===== config.mk =====
export PLATFORM = sky130hd
export DESIGN_NAME = clk_div_pshift
export DESIGN_NICKNAME = d
export VERILOG_FILES = /design/src/rtl/clk_div_pshift.sv
export SDC_FILE = /design/constraint.sdc
export NUM_CORES = 1
export LEC_CHECK = 0
export BUFFER_PORTS_ARGS = -buffer_cell sky130_fd_sc_hd__buf_2
export CORE_MARGIN = 2
export CORE_UTILIZATION = 63
export CTS_CLUSTER_DIAMETER = 80
export DETAILED_ROUTE_END_ITERATION = 10
export PLACE_DENSITY = 0.86
export SLEW_MARGIN = 20
export SYNTH_ARGS = -nofsm -noshare
export SYNTH_HDL_FRONTEND = slang
export SYNTH_SLANG_ARGS = --single-unit

===== constraint.sdc =====
create_clock -name clk -period 3.9 [get_ports clk]
set_input_delay 0.195 -clock clk [delete_from_list [all_inputs] [get_ports clk]]
set_output_delay 0.195 -clock clk [all_outputs]
set_load 0.03 [all_outputs]

===== src/rtl/clk_div_pshift.sv =====
// Programmable pulse-train generator: clk_a with configurable high/low widths,
// clk_b as clk_a delayed by a configurable number of clk cycles.
module clk_div_pshift #(
    parameter int CNT_W     = 8,
    parameter int SH_W      = 4,
    parameter int DEF_HIGH  = 5,
    parameter int DEF_LOW   = 5,
    parameter int DEF_SHIFT = 2
) (
    input  logic             clk,
    input  logic             rst_n,
    input  logic             en,
    input  logic             cfg_valid,
    output logic             cfg_ready,
    input  logic [CNT_W-1:0] cfg_high,
    input  logic [CNT_W-1:0] cfg_low,
    input  logic [SH_W-1:0]  cfg_shift,
    output logic             clk_a,
    output logic             clk_b,
    output logic             period_start
);

    localparam int DEPTH = 2 ** SH_W;

    localparam logic [1:0] S_IDLE = 2'd0;
    localparam logic [1:0] S_HIGH = 2'd1;
    localparam logic [1:0] S_LOW  = 2'd2;

    localparam logic [CNT_W-1:0] C_ONE       = CNT_W'(1);
    localparam logic [CNT_W-1:0] C_DEF_HIGH  = CNT_W'(DEF_HIGH);
    localparam logic [CNT_W-1:0] C_DEF_LOW   = CNT_W'(DEF_LOW);
    localparam logic [SH_W-1:0]  C_DEF_SHIFT = SH_W'(DEF_SHIFT);

    logic [1:0]       r_state;
    logic [CNT_W-1:0] r_cnt;
    logic [CNT_W-1:0] r_actHigh;
    logic [CNT_W-1:0] r_actLow;
    logic [SH_W-1:0]  r_actShift;
    logic             r_pendValid;
    logic [CNT_W-1:0] r_pendHigh;
    logic [CNT_W-1:0] r_pendLow;
    logic [SH_W-1:0]  r_pendShift;
    logic             r_clkA;
    logic             r_clkB;
    logic             r_periodStart;
    logic             r_cfgReady;
    // The current clk_a value is the newest tap, so only DEPTH-1 past samples are stored.
    logic [DEPTH-2:0] r_dly;

    logic [1:0]       w_nextState;
    logic [CNT_W-1:0] w_nextCnt;
    logic             w_start;
    logic             w_xfer;
    logic             w_pendNext;
    logic [CNT_W-1:0] w_newHigh;
    logic [CNT_W-1:0] w_newLow;
    logic [SH_W-1:0]  w_newShift;
    logic [SH_W-1:0]  w_nextShift;
    logic             w_nextClkA;
    logic [DEPTH-1:0] w_tap;
    logic [CNT_W-1:0] w_capHigh;
    logic [CNT_W-1:0] w_capLow;

    assign w_xfer     = cfg_valid && r_cfgReady;
    assign w_capHigh  = (cfg_high == '0) ? C_ONE : cfg_high;
    assign w_capLow   = (cfg_low == '0) ? C_ONE : cfg_low;
    assign w_newHigh  = r_pendValid ? r_pendHigh : r_actHigh;
    assign w_newLow   = r_pendValid ? r_pendLow : r_actLow;
    assign w_newShift = r_pendValid ? r_pendShift : r_actShift;

    always_comb begin
        w_nextState = r_state;
        w_nextCnt   = r_cnt;
        w_start     = 1'b0;
        case (r_state)
            S_IDLE: begin
                if (en) w_start = 1'b1;
            end
            S_HIGH: begin
                if (r_cnt == '0) begin
                    w_nextState = S_LOW;
                    w_nextCnt   = r_actLow - C_ONE;
                end else begin
                    w_nextCnt = r_cnt - C_ONE;
                end
            end
            S_LOW: begin
                if (r_cnt == '0) begin
                    if (en) w_start = 1'b1;
                    else    w_nextState = S_IDLE;
                end else begin
                    w_nextCnt = r_cnt - C_ONE;
                end
            end
            default: w_nextState = S_IDLE;
        endcase
        // A period start loads the high count from whichever config becomes active.
        if (w_start) begin
            w_nextState = S_HIGH;
            w_nextCnt   = w_newHigh - C_ONE;
        end
    end

    assign w_nextClkA  = (w_nextState == S_HIGH);
    assign w_nextShift = w_start ? w_newShift : r_actShift;
    assign w_tap       = {r_dly, w_nextClkA};
    assign w_pendNext  = w_xfer ? 1'b1 : (w_start ? 1'b0 : r_pendValid);

    always_ff @(posedge clk or negedge rst_n) begin
        if (!rst_n) begin
            r_state       <= S_IDLE;
            r_cnt         <= '0;
            r_actHigh     <= C_DEF_HIGH;
            r_actLow      <= C_DEF_LOW;
            r_actShift    <= C_DEF_SHIFT;
            r_pendValid   <= 1'b0;
            r_pendHigh    <= '0;
            r_pendLow     <= '0;
            r_pendShift   <= '0;
            r_clkA        <= 1'b0;
            r_clkB        <= 1'b0;
            r_periodStart <= 1'b0;
            r_cfgReady    <= 1'b1;
            r_dly         <= '0;
        end else begin
            r_state       <= w_nextState;
            r_cnt         <= w_nextCnt;
            r_clkA        <= w_nextClkA;
            r_clkB        <= w_tap[w_nextShift];
            r_periodStart <= w_start;
            r_dly         <= w_tap[DEPTH-2:0];
            r_pendValid   <= w_pendNext;
            r_cfgReady    <= !w_pendNext;
            if (w_start && r_pendValid) begin
                r_actHigh  <= r_pendHigh;
                r_actLow   <= r_pendLow;
                r_actShift <= r_pendShift;
            end
            if (w_xfer) begin
                r_pendHigh  <= w_capHigh;
                r_pendLow   <= w_capLow;
                r_pendShift <= cfg_shift;
            end
        end
    end

    assign clk_a        = r_clkA;
    assign clk_b        = r_clkB;
    assign period_start = r_periodStart;
    assign cfg_ready    = r_cfgReady;

endmodule

==> run_results.csv <==
group,metric,value,unit
power_and_ir_drop,irDropWorstVdd,0.0005378,V
die,start_util,66.20,%
route,ant_nets,0,
power_and_ir_drop,intPower,1.952,mW
critical_path,path_cells,"inv_1 > ha_1 > or4b_4 > o41ai_4 > nand3_4 > mux2i_2 > mux2i_1 > a22oi_1 > mux2i_1 > mux2i_1",
finish,final_common_cell,"dfrtp_1",
synthesis,yosys_warnings,0,
route,drt-initial-drc-count,150,
power_and_ir_drop,combPwrFrac,33.7,%
timing,finalSetupTns,0,ps
timing,fmaxAchievable,0.3161,GHz
die,fp.coreArea,0.004786,mm²
route,post_drt_via_cell_ratio,5.671,
die,die_h,74.91,µm
timing,slew_headroom,40.23,%
flow_run,cap_viol_max_count,0,
power_and_ir_drop,finalPower,2.954,mW
clock_tree,cts_tree,"built",
clock_tree,post_cts_resized,0,
timing,slew_violations,0,
critical_path,cpMostUsedCell,"mux2i_1",
placement,place.gp.congestion,0.8744,
route,wl_per_cell,15.39,µm
route,firstDrtPassIters,4,
power_and_ir_drop,sequentialPowerShare,43.5,%
synthesis,syn_avg_cell_area,12.23,µm²
timing,fin_skew,11.30,ps
critical_path,crit_type,"reg -> reg",
synthesis,synth_cells,259,
route,wirelength,5571,µm
finish,final_cell_mix,"dfrtp_1 (63), mux2_2 (31), buf_2 (26), nand2_1 (19), mux2i_1 (14)",
timing,tightest_slew,894.4,ps
die,rows,25,
finish,diodes,0,
timing,hold_viol_final,0,
die,dieWidth,74.91,µm
clock_tree,cts.sinks,69,
clock_tree,cts-root-buf,"clkbuf_8",
power_and_ir_drop,switching_share,33.94,%
global_route,grt_max_degree,47,
placement,placed_area,0.003348,mm²
die,pin_count,28,
finish,nNetsFinal,317,
power_and_ir_drop,p_clk_share,22.8,%
hold_path,min_path_type,"in -> reg",
critical_path,arrival,3380,ps
global_route,grtUsageTotal,23.02,%
synthesis,ys_seq_elements,69,
clock_tree,post_cts_buffers,0,
die,fp.dieArea,0.005612,mm²
timing,period_needed,3164,ps
critical_path,worst_setup_path_end_kind,"flop",
placement,place_hpwl,3913,µm
critical_path,crit_buf_inv,1,
clock_tree,worstSkewPairLatency,340,ps
critical_path,critical-path-top-delay-family,"multiplexers",
placement,numPortBuffers,27,
critical_path,slowest_delay,600,ps
finish,layout-drive-gt1-share,29.83,%
synthesis,syn_area,0.003168,mm²
global_route,grt_pass1_vias,2056,
critical_path,slowest_stage,"mux2i_2",
global_route,antenna_found_initial,0,
clock_tree,clockBufferDepth,2,
critical_path,critPathLaunchType,"flop",
outcome,status,"complete, no violations",
power_and_ir_drop,leakage,1.584,nW
power_and_ir_drop,p_per_area,819.9,mW/mm²
synthesis,syn-num-nets,286,
finish,syn_to_final_growth,13.74,%
critical_path,cp_max_fo,13,
synthesis,ys_seq_area_share,54.74,%
timing,setup_viol,0,
critical_path,cp.required,4110,ps
route,drc,0,
global_route,grt_overflow,0,
clock_tree,cts_buffers,9,
global_route,grt_pass1_wl,9432,µm
timing,rsz0062_at_grt,"no",
finish,stdcell_area,0.003603,mm²
synthesis,synth_cell_type_count,40,
clock_tree,clk_pin_slew,80,ps
power_and_ir_drop,switchingPower,1.003,mW
clock_tree,cts_htree_levels,3,
route,num_vias,2053,
timing,post-route-period-util,81.12,%
clock_tree,cts_hold_buf,0,
-- power by group through the flow --
stage	Combinational, mW	Clock (mW)	Sequential (mW)
floorplan	0.824	0	1.22
global placement	0.935	0	1.28
detailed placement	0.981	0	1.29
CTS	0.992	0.687	1.28
global route	1.10	0.715	1.33
finish	0.996	0.674	1.28
-- area by class of cell --
class | instances | area (µm²)
Fill cell | 304 | 1182
Multi-Input combinational cell | 169 | 1339
Tap cell | 67 | 83.83
Clock inverter | 4 | 77.57
Clock buffer | 12 | 165.2
Sequential cell | 69 | 1734
Timing Repair Buffer | 30 | 162.7
Inverter | 11 | 41.29
-- Yosys cell counts --
cell type	number	area share, %
o211a_1	2	0.63
o21a_1	2	0.47
nand3_4	1	0.55
mux2_1	7	2.5
inv_2	1	0.12
nor2_1	9	1.1
nand2b_1	4	0.79
a21oi_1	13	2.1
o41ai_4	1	0.87
nor2b_1	1	0.20
clkbuf_1	6	0.71
inv_1	10	1.2
nor4_1	5	0.99
xor2_1	5	1.4
or4b_4	1	0.43
mux2i_2	1	0.43
buf_6	2	0.71
o31ai_1	1	0.24
dfrtp_1	63	50
nand2_1	19	2.3
buf_1	1	0.12
nand4b_1	1	0.28
mux2i_1	14	4.4
buf_2	1	0.16
nor3_1	7	1.1
a22o_1	1	0.28
a22oi_1	5	1.2
mux2i_4	1	0.71
or3_1	1	0.20
a221oi_1	2	0.55
dfstp_2	6	5.0
o21ai_1	5	0.79
nand3_1	4	0.63
a211oi_1	3	0.71
a311oi_1	1	0.28
a31oi_1	1	0.20
xnor2_1	10	2.8
o21ai_0	7	1.1
mux2_2	31	11
ha_1	3	1.2
-- sequential cells by signal, summed over array words and instances, names as in the netlist --
register,count
r_dly,15
r_actHigh,8
r_actLow,8
r_pendLow,8
r_pendValid,1
clk_b,1
r_actShift,4
r_state,2
period_start,1
cfg_ready,1
r_cnt,8
r_pendShift,4
r_pendHigh,8
-- per-layer routing --
layer / share of wire (%) / track usage [%] / vias to the layer above / routed length (µm)
met5: 0 / 0 / - / 0
met4: 1.7 / 8.730 / 0 / 95
met3: 5.4 / 6.827 / 13 / 301
met2: 47 / 35.58 / 61 / 2640
met1: 46 / 30.98 / 996 / 2535
li1: - / - / 983 / -
-- through the flow --
| stage | setup slack, ps | std cells | utilization, % | hold WS [ps] |
|---|---|---|---|---|
| after CTS | 765.3 | 361 | 75.03 | 37.94 |
| after detailed placement | 824.3 | 345 | 69.96 | 362.9 |
| after global routing | 542.7 | 362 | 75.29 | 76.83 |
| final | 736.3 | 362 | 75.29 | 83.32 |
| after global placement | 999.3 | 345 | 69.96 | 368.1 |
| after floorplan | 1283 | 259 | - | -100.6 |
-- final timing paths --
check	from	endpoint	slack, ps	cells past startpoint
min in group asynchronous	rst_n	r_pendShift[1]	390	2
setup reg to reg	r_cnt[0]	clk_b	740	10
max in group asynchronous	rst_n	r_actHigh[2]	2750	3
hold / removal	cfg_shift[1]	r_pendShift[1]	80	2
hold reg to reg	r_dly[2]	r_dly[3]	380	0
setup / recovery	r_cnt[0]	clk_b	740	10
-- kinds of logic after synthesis --
logic type,synth area share (%)
xor+xnor,4.147
compound gates,9.360
mux,19.08
fa+ha+maj,1.185
simple gates,8.491
flops,54.74
buf+inv,3.001
(Power assumes the default switching activity.)
